File: src/rtl/cpu_bus_responder.sv
// cpu_bus_responder
//
// Bus responder for the ag6502 CPU bus. It answers CPU reads from a decoded
// memory map and stretches accesses with programmable wait states on RDY.
// The memory map has a reset vector pair, a small writable RAM window at the
// bottom of the address space, and a fill opcode everywhere else. It also
// counts opcode fetches and records every completed write in a small trace
// FIFO that the host drains.
//
// Ports:
//   CLK            in   1       single clock, rising edge
//   RESET          in   1       synchronous, active-high reset
//   AB             in   ADDR_W  CPU address bus
//   RDWR_          in   1       1 = read, 0 = write
//   DO             in   DATA_W  CPU write data
//   SYNC           in   1       opcode fetch cycle
//   DI             out  DATA_W  registered read data to the CPU
//   RDY            out  1       registered CPU ready
//   fetch_count    out  CNT_W   completed opcode fetches, saturating
//   trace_valid    out  1       trace FIFO head is valid
//   trace_addr     out  ADDR_W  trace FIFO head address
//   trace_data     out  DATA_W  trace FIFO head data
//   trace_ready    in   1       pop the trace FIFO head when trace_valid=1
//   trace_overflow out  1       sticky: a write was dropped on a full FIFO

module cpu_bus_responder #(
    parameter int                  ADDR_W      = 16,
    parameter int                  DATA_W      = 8,
    parameter int                  RAM_AW      = 8,
    parameter logic [2*DATA_W-1:0] RESET_VEC   = 16'hE000,
    parameter logic [ADDR_W-1:0]   VEC_ADDR    = 16'hFFFC,
    parameter logic [DATA_W-1:0]   FILL_OP     = 8'hEA,
    parameter int                  WAIT_STATES = 0,
    parameter int                  TRACE_DEPTH = 8,
    parameter int                  CNT_W       = 16
) (
    input  logic              CLK,
    input  logic              RESET,
    input  logic [ADDR_W-1:0] AB,
    input  logic              RDWR_,
    input  logic [DATA_W-1:0] DO,
    input  logic              SYNC,
    output logic [DATA_W-1:0] DI,
    output logic              RDY,
    output logic [CNT_W-1:0]  fetch_count,
    output logic              trace_valid,
    output logic [ADDR_W-1:0] trace_addr,
    output logic [DATA_W-1:0] trace_data,
    input  logic              trace_ready,
    output logic              trace_overflow
);

    localparam int RAM_DEPTH = 1 << RAM_AW;
    localparam int PTR_W     = $clog2(TRACE_DEPTH);

    localparam logic [ADDR_W-1:0] VEC_ADDR_HI = VEC_ADDR + {{(ADDR_W-1){1'b0}}, 1'b1};
    localparam logic [3:0]        WAIT_LOAD   = WAIT_STATES[3:0];
    localparam logic [PTR_W:0]    FULL_COUNT  = TRACE_DEPTH[PTR_W:0];

    localparam logic [0:0] ST_RUN   = 1'b0;
    localparam logic [0:0] ST_STALL = 1'b1;

    logic [DATA_W-1:0] ram [RAM_DEPTH];

    logic [0:0]        state;
    logic [3:0]        wait_cnt;

    logic              completed;
    logic              is_vec_lo;
    logic              is_vec_hi;
    logic              in_ram;
    logic [RAM_AW-1:0] ram_idx;
    logic              ram_we;
    logic [DATA_W-1:0] read_data;

    logic [ADDR_W-1:0] fifo_addr [TRACE_DEPTH];
    logic [DATA_W-1:0] fifo_data [TRACE_DEPTH];
    logic [PTR_W-1:0]  wr_ptr;
    logic [PTR_W-1:0]  rd_ptr;
    logic [PTR_W:0]    fifo_count;
    logic              push_req;
    logic              push_ok;
    logic              pop;
    logic              full;

    // An access completes on every cycle the CPU sees RDY high.
    assign completed = (state == ST_RUN);
    assign RDY       = completed;

    // Address decode; the RAM window is every address whose bits above
    // RAM_AW are all zero.
    assign is_vec_lo = (AB == VEC_ADDR);
    assign is_vec_hi = (AB == VEC_ADDR_HI);
    assign in_ram    = ((AB >> RAM_AW) == '0);
    assign ram_idx   = AB[RAM_AW-1:0];

    // The vector pair takes priority, so a vector overlapping the RAM window
    // stays read-only.
    assign ram_we = completed && !RDWR_ && in_ram && !is_vec_lo && !is_vec_hi && !RESET;

    // Read mux in priority order: vector low, vector high, RAM, fill opcode.
    always_comb begin
        read_data = FILL_OP;
        if (is_vec_lo) begin
            read_data = RESET_VEC[DATA_W-1:0];
        end else if (is_vec_hi) begin
            read_data = RESET_VEC[2*DATA_W-1:DATA_W];
        end else if (in_ram) begin
            read_data = ram[ram_idx];
        end
    end

    // RAM storage is not reset. A read of the address being written in the
    // same cycle returns the old contents, because DI samples before the write.
    always_ff @(posedge CLK) begin
        if (ram_we) begin
            ram[ram_idx] <= DO;
        end
    end

    // DI follows the decode of the current address every cycle, whatever RDY
    // and RDWR_ are, so the CPU always sees the data one cycle after AB.
    always_ff @(posedge CLK) begin
        if (RESET) begin
            DI <= '0;
        end else begin
            DI <= read_data;
        end
    end

    // Wait-state FSM: each completed access is followed by WAIT_STATES cycles
    // of RDY low. The counter is loaded with WAIT_STATES and the FSM returns
    // to RUN on the cycle the counter reads 1.
    always_ff @(posedge CLK) begin
        if (RESET) begin
            state    <= ST_RUN;
            wait_cnt <= '0;
        end else begin
            case (state)
                ST_RUN: begin
                    if (WAIT_STATES > 0) begin
                        state    <= ST_STALL;
                        wait_cnt <= WAIT_LOAD;
                    end
                end
                default: begin
                    if (wait_cnt == 4'd1) begin
                        state <= ST_RUN;
                    end else begin
                        wait_cnt <= wait_cnt - 4'd1;
                    end
                end
            endcase
        end
    end

    // Opcode fetch counter; only completed fetches count, so a fetch held
    // across a stall is counted once. Saturates at all-ones.
    always_ff @(posedge CLK) begin
        if (RESET) begin
            fetch_count <= '0;
        end else if (completed && SYNC && (fetch_count != '1)) begin
            fetch_count <= fetch_count + 1'b1;
        end
    end

    // Trace FIFO handshake. A pop in the same cycle frees a slot, so a push
    // into a full FIFO is still accepted when the head is popped alongside.
    assign push_req = completed && !RDWR_;
    assign full     = (fifo_count == FULL_COUNT);
    assign pop      = trace_valid && trace_ready;
    assign push_ok  = push_req && (!full || pop);

    // Trace storage; the pointers wrap naturally because the depth is a
    // power of two.
    always_ff @(posedge CLK) begin
        if (push_ok && !RESET) begin
            fifo_addr[wr_ptr] <= AB;
            fifo_data[wr_ptr] <= DO;
        end
    end

    // Trace pointers, occupancy and the sticky overflow flag. Reset discards
    // any push pending in the same cycle.
    always_ff @(posedge CLK) begin
        if (RESET) begin
            wr_ptr         <= '0;
            rd_ptr         <= '0;
            fifo_count     <= '0;
            trace_overflow <= 1'b0;
        end else begin
            if (push_ok) begin
                wr_ptr <= wr_ptr + 1'b1;
            end
            if (pop) begin
                rd_ptr <= rd_ptr + 1'b1;
            end
            case ({push_ok, pop})
                2'b10:   fifo_count <= fifo_count + 1'b1;
                2'b01:   fifo_count <= fifo_count - 1'b1;
                default: fifo_count <= fifo_count;
            endcase
            if (push_req && !push_ok) begin
                trace_overflow <= 1'b1;
            end
        end
    end

    // First-word fall-through: the head entry is presented directly.
    assign trace_valid = (fifo_count != '0);
    assign trace_addr  = fifo_addr[rd_ptr];
    assign trace_data  = fifo_data[rd_ptr];

endmodule

File: config.mk
export PLATFORM = sky130hd
export DESIGN_NAME = cpu_bus_responder
export DESIGN_NICKNAME = d
export VERILOG_FILES = /design/src/rtl/cpu_bus_responder.sv
export SDC_FILE = /design/constraint.sdc
export NUM_CORES = 2
export LEC_CHECK = 0
export ABC_AREA = 1
export CORE_MARGIN = 1
export CORE_UTILIZATION = 40
export CTS_CLUSTER_SIZE = 16
export DETAILED_ROUTE_END_ITERATION = 6
export PLACE_DENSITY = 0.67
export SLEW_MARGIN = 30
export SYNTH_ARGS = -nofsm -noshare
export SYNTH_HDL_FRONTEND = slang
export SYNTH_SLANG_ARGS = --single-unit
File: constraint.sdc
create_clock -name CLK -period 4.71 [get_ports CLK]
set_input_delay 0.942 -clock CLK [delete_from_list [all_inputs] [get_ports CLK]]
set_output_delay 0.942 -clock CLK [all_outputs]
set_load 0.1 [all_outputs]
# Word-level counts from Yosys, hierarchy flattened
# Memory sizes are Yosys's and may differ from the RTL's. A register that Yosys moved wholly into a read port is not among the register bits.
# Index checks and enable logic that the tools add are counted.
word_totals:
  ff_bits: 40
  ram_bits: 2240
  inputBits: 29
  out_inout_bits: 51
  word_cells: 67
  memories: 3
op_classes:
  n_addsub: 6
  eq_ne: 7
  muxes: 12
  bitwise_logic: 3
  n_reduce_logical: 26
mem_list:
  columns: ["memory", "depth", "word_bits", "read_ports", "rd_ports_with_merged_regs", "wr", "line", "rtl"]
  rows:
  - ["ram", 256, 8, 1, 0, 1, "63", "logic [DATA_W-1:0] ram [RAM_DEPTH];"]
  - ["fifo_addr", 8, 16, 1, 1, 1, "76", "logic [ADDR_W-1:0] fifo_addr [TRACE_DEPTH];"]
  - ["fifo_data", 8, 8, 1, 1, 1, "77", "logic [DATA_W-1:0] fifo_data [TRACE_DEPTH];"]
ops:
  columns: ["operator", "count"]
  rows:
  - ["16-bit equality test, second input constant", 2]
  - ["16-bit by 1-bit adder with 16-bit output, second input constant", 1]
  - ["16-bit logical NOT", 1]
  - ["8-bit two-way mux", 2]
  - ["16-bit != test, second input constant", 1]
  - ["3-bit two-way mux", 4]
  - ["1-bit logical AND", 11]
  - ["4-bit case mux with 2 select lines", 1]
  - ["4-bit by 1-bit subtractor with 4-bit output, second input constant", 2]
  - ["3-bit by 1-bit adder with 3-bit output, second input constant", 2]
  - ["1-bit logical NOT", 6]
  - ["1-bit two-way mux", 5]
  - ["4-bit by 1-bit adder with 4-bit output, second input constant", 1]
  - ["4-bit by 1-bit equality test with 1-bit output, second input constant", 1]
  - ["4-bit equality test, second input constant", 1]
  - ["4-bit nonzero test", 1]
  - ["2-bit OR reduction", 2]
  - ["4-bit OR reduction", 1]
  - ["1-bit inverter", 3]
  - ["3-bit OR reduction", 1]
  - ["2-bit by 1-bit equality test with 1-bit output, second input constant", 1]
  - ["2-bit equality test, second input constant", 1]
  - ["2-bit AND reduction", 1]
  - ["2-bit nonzero test", 1]
  - ["1-bit logical OR", 1]

# Longest topological paths before layout
depth:
  depth_word: 8
  depth_mapped: 18
  depth_no_buf: 15

# Worst setup path after synthesis
# Ideal clock, no wire load.
synth_path:
  kind: "register to register"
  start: "register fifo_count[2]"
  end: "memory fifo_addr[7][0], enable pin"
  setup_ns: 0.466
  t_arrival_ns: 4.240
  required_time_ns: 4.244
  path_slack_ns: 0.004
  stages_incl_launch_ff: 9
  synth_period_minus_slack_ns: 4.706
  cell_sequence: "dfxtp_1 -> inv_1 -> nand3_1 -> nand2_1 -> nand4_1 -> nand2_1 -> inv_1 -> nand2_1 -> nor4_1"
synth_between:
  elab_chain_len: 7
  elab_cells_between_ends: 9
synth_lines:
  columns: ["item", "line", "rtl"]
  rows:
  - ["start: declaration", "80", "logic [PTR_W:0] fifo_count;"]
  - ["start signal: assignment", "199", "2'b10: fifo_count <= fifo_count + 1'b1;"]
  - ["start signal: assignment", "200", "2'b01: fifo_count <= fifo_count - 1'b1;"]
  - ["start signal: assignment", "201", "default: fifo_count <= fifo_count;"]
  - ["4-bit nonzero test", "210", "assign trace_valid = (fifo_count != '0);"]
  - ["net trace_valid", "46", "output logic trace_valid,"]
  - ["1-bit logical AND", "171", "assign pop = trace_valid && trace_ready;"]
  - ["1-bit logical OR", "172", "assign push_ok = push_req && (!full || pop);"]
  - ["1-bit logical AND", "172", null]
  - ["1-bit logical AND", "177", "if (push_ok && !RESET) begin"]
  - ["1-bit two-way mux", "177", null]
  - ["1-bit two-way mux (not written as such)", "178", "fifo_addr[wr_ptr] <= AB;"]
  - ["end: declaration", "76", null]
# The timed path passes the listed nets, and every way through them passes these cells.

==> impl_metrics.ini <==
[clocking]
cts_tree = yes
cts-root-buf = clkbuf_16
post_cts_buffers = 0
cts_resized = 0
clk_pin_slew_worst_paths_ns = 0.06
clockBufferDepth = 3
insertion_delay_ns = 0.87
cts-htree-levels = 4
cts.sinks = 2283
numCtsBuffers = 219
cts_hold_buffers = 0

[finish]
fin_cells = 11300
utilization_pct = 46.6
stdcell_area_mm2 = 0.105
final_layout_size_suffix_gt1_share_pct = 10.0
nNetsFinal = 8185
syn_to_final_growth_pct = 15.7
fill_cells = 19800

[floorplanning]
chipHeight_um = 478
start_util_pct = 40.3
die-area_mm2 = 0.229
core.rowCount = 174
core_area_mm2 = 0.225
die_w_um = 478
io_pins = 80

[sta]
max_slew_margin_pct = 30.7
setup_tns_ns = 0
whs_ns = 0.468
fmax_mhz = 253
finalHoldViolCount = 0
fin_crit_sh_pct = 83.9
rsz0062_at_grt = false
finalCriticalPeriod_ns = 3.95
clock_skew_ns = 0.0477
maxSlewViolCount = 0
setup_violations = 0
worst_pin_slew_ns = 1.04

[logic_synthesis]
synthTopCellsByArea = edfxtp_1 74%, nand2_1 14%, nor2_1 3.1%
syn_avg_cell_area_um2 = 11.6
netlist_instances = 7795
synth_top_area_share_pct = 74.2
yosysMostFrequentCell = nand2_1
ys_types = 34
yosysSeqAreaShare_pct = 75.1
syn_nets = 7832
synth_ff_type = edfxtp_1
ys_warn_count = 0
synth.top_cells.by_count = 3,425 x nand2_1, 2,240 x edfxtp_1, 753 x nor2_1, 244 x o21ai_0, 230 x nand4_1
async_flop_share_pct = 0
ys_ff_latch = 2283
synth_edf_count = 2240
syn_area_mm2 = 0.0907
synth_top_cell_by_area = edfxtp_1

[pwr]
p_sw_mw = 10.6
p_int_mw = 32.7
combPwrFrac_pct = 9.0
power_density_mw_per_mm2 = 413
clock_power_share_pct = 39.2
power.leakage_nw = 38.0
p_sw_share_pct = 24.4
peakVddDrop_v = 0.000342
seqPwrFrac_pct = 51.7

[grt]
grt-ovfl-total = 0
grt_pass1_wl_mm = 370
grt_pass1_vias = 58700
grt_start_max_net_pins = 135
grtUsageTotal_pct = 21.4
antenna_found_initial = 8

[worst_setup_path]
worstPathRequired_ns = 3.77
ff2ff_setup_slack_ns = 1.64
crit_type = flip-flop to output port
arrival_ns = 3.01
critical_path.max_fanout = 44
startpoint_type = flip-flop
end_kind = output port

[drt]
firstDrtPassIters = 7
avgRoutedWirePerCell_um = 22.0
postRouteAntennaNets = 0
vias = 60600
via_per_inst = 5.35
drtIter0Drc = 7412
drcViolationCount = 27
wirelength_mm = 249

[place]
dpl.cell_count = 10900
gp_congestion = 0.903
dp_hpwl_mm = 148
dpl-instance-area_mm2 = 0.0980
portBuffers = 79

[status]
status = complete, but fails checks
violations = design-rule violations

[flow_run]
maxCapViolations = 0

[min_path]
hp-class = flip-flop to flip-flop
registers in the layout, summed over array words and instances (netlist names), named ones only:
name	flops
trace_overflow	1
wait_cnt	4
state	1
fetch_count	16
fifo_count	4
fifo_data	64
ram	2048
rd_ptr	3
DI	8
fifo_addr	128
wr_ptr	3
final timing paths:
kind                   from       endpoint  cells past startpoint
setup / recovery  flip-flop  trace_data[0]                      6
hold / removal    rd_ptr[2]      flip-flop                      2
setup reg to reg      state    ram[208][6]                      6
hold reg to reg   rd_ptr[2]      flip-flop                      2
per-stage QoR:
stage | worst slack (ns) | power, mW
global placement | 0.211 | 26.7
floorplan | 0.00437 | 25.0
CTS | 0.692 | 43.4
finish | 0.756 | 43.3
detailed placement | 0.228 | 26.7
global route | 0.623 | 44.5
critical path: stages (launching register included):
cell and delay, ns:
dfxtp_2 0.52, buf_4 0.47, o21ai_0 0.22, o22ai_1 0.22, nor2_1 0.06, a31oi_1 0.39
buf_12 0.24
final cells by class:
type                    instances  area, um^2  area share [%]
clock inverters               127        1210            1.15
repair buffers                536        5230            4.98
well taps                    2992        3740            3.57
clock buffers                 272        5710            5.44
inverters                      63         262           0.249
multi-input cells            5045       20700            19.7
flip-flops and latches       2283       68100            64.9
diodes                          2        5.00         0.00477
cell families (layout without fill, tap and decap cells):
| group | count (synthesis) | after routing | synth area share [%] |
|---|---|---|---|
| and+or+nand+nor | 4544 | 4544 | 19.7 |
| DFF | 2283 | 2283 | 75.1 |
| buffers and inverters | 467 | 998 | 2.23 |
| xor gates and xnor gates | 3 | 3 | 0.0290 |
| AOI/OAI and AO/OA | 490 | 490 | 2.84 |
| other | 0 | 2 | 0 |
| adders and majority gates | 8 | 8 | 0.119 |
layer usage:
layer | wire length, um | track usage (%)
met5 | 38 | 0
met4 | 10300 | 8.78
met3 | 25700 | 4.04
met2 | 113000 | 33.4
met1 | 100000 | 29.6
placed cells by master, fill, tap and decap left out, drive strengths merged:
| master | Yosys | layout |
|---|---|---|
| xor2 | 3 | 3 |
| a21oi | 156 | 156 |
| edfxtp | 2240 | 2240 |
| fa | 1 | 1 |
| nand4 | 230 | 230 |
| inv | 63 | 67 |
| o21ai | 259 | 259 |
| clkinv | 0 | 106 |
| nand3 | 115 | 115 |
| ha | 7 | 7 |
| clkbuf | 178 | 273 |
| nand2 | 3425 | 3425 |
| buf | 226 | 490 |
| o21a | 2 | 2 |
| o22ai | 24 | 24 |
| nor3b | 1 | 1 |
| nor4 | 6 | 6 |
| a31oi | 25 | 25 |
| o31ai | 1 | 1 |
| diode | 0 | 2 |
| a22oi | 18 | 18 |
| nor3 | 10 | 10 |
| dfxtp | 43 | 43 |
| clkinvlp | 0 | 4 |
| bufinv | 0 | 13 |
| clkdlybuf4s50 | 0 | 45 |
| or2 | 1 | 1 |
| nor2 | 756 | 756 |
| a211oi | 4 | 4 |
| o21bai | 1 | 1 |
power groups by stage:
stage | Combinational [mW] | Sequential [mW] | Clock, mW
2_1_floorplan | 2.17 | 22.8 | 0
3_3_place_gp | 3.84 | 22.8 | 0
3_5_place_dp | 3.89 | 22.8 | 0
4_1_cts | 3.90 | 22.4 | 17.1
5_1_grt | 4.18 | 22.4 | 17.9
6_report | 3.92 | 22.4 | 17.0
Note: power is estimated with default switching activity, not from simulation.
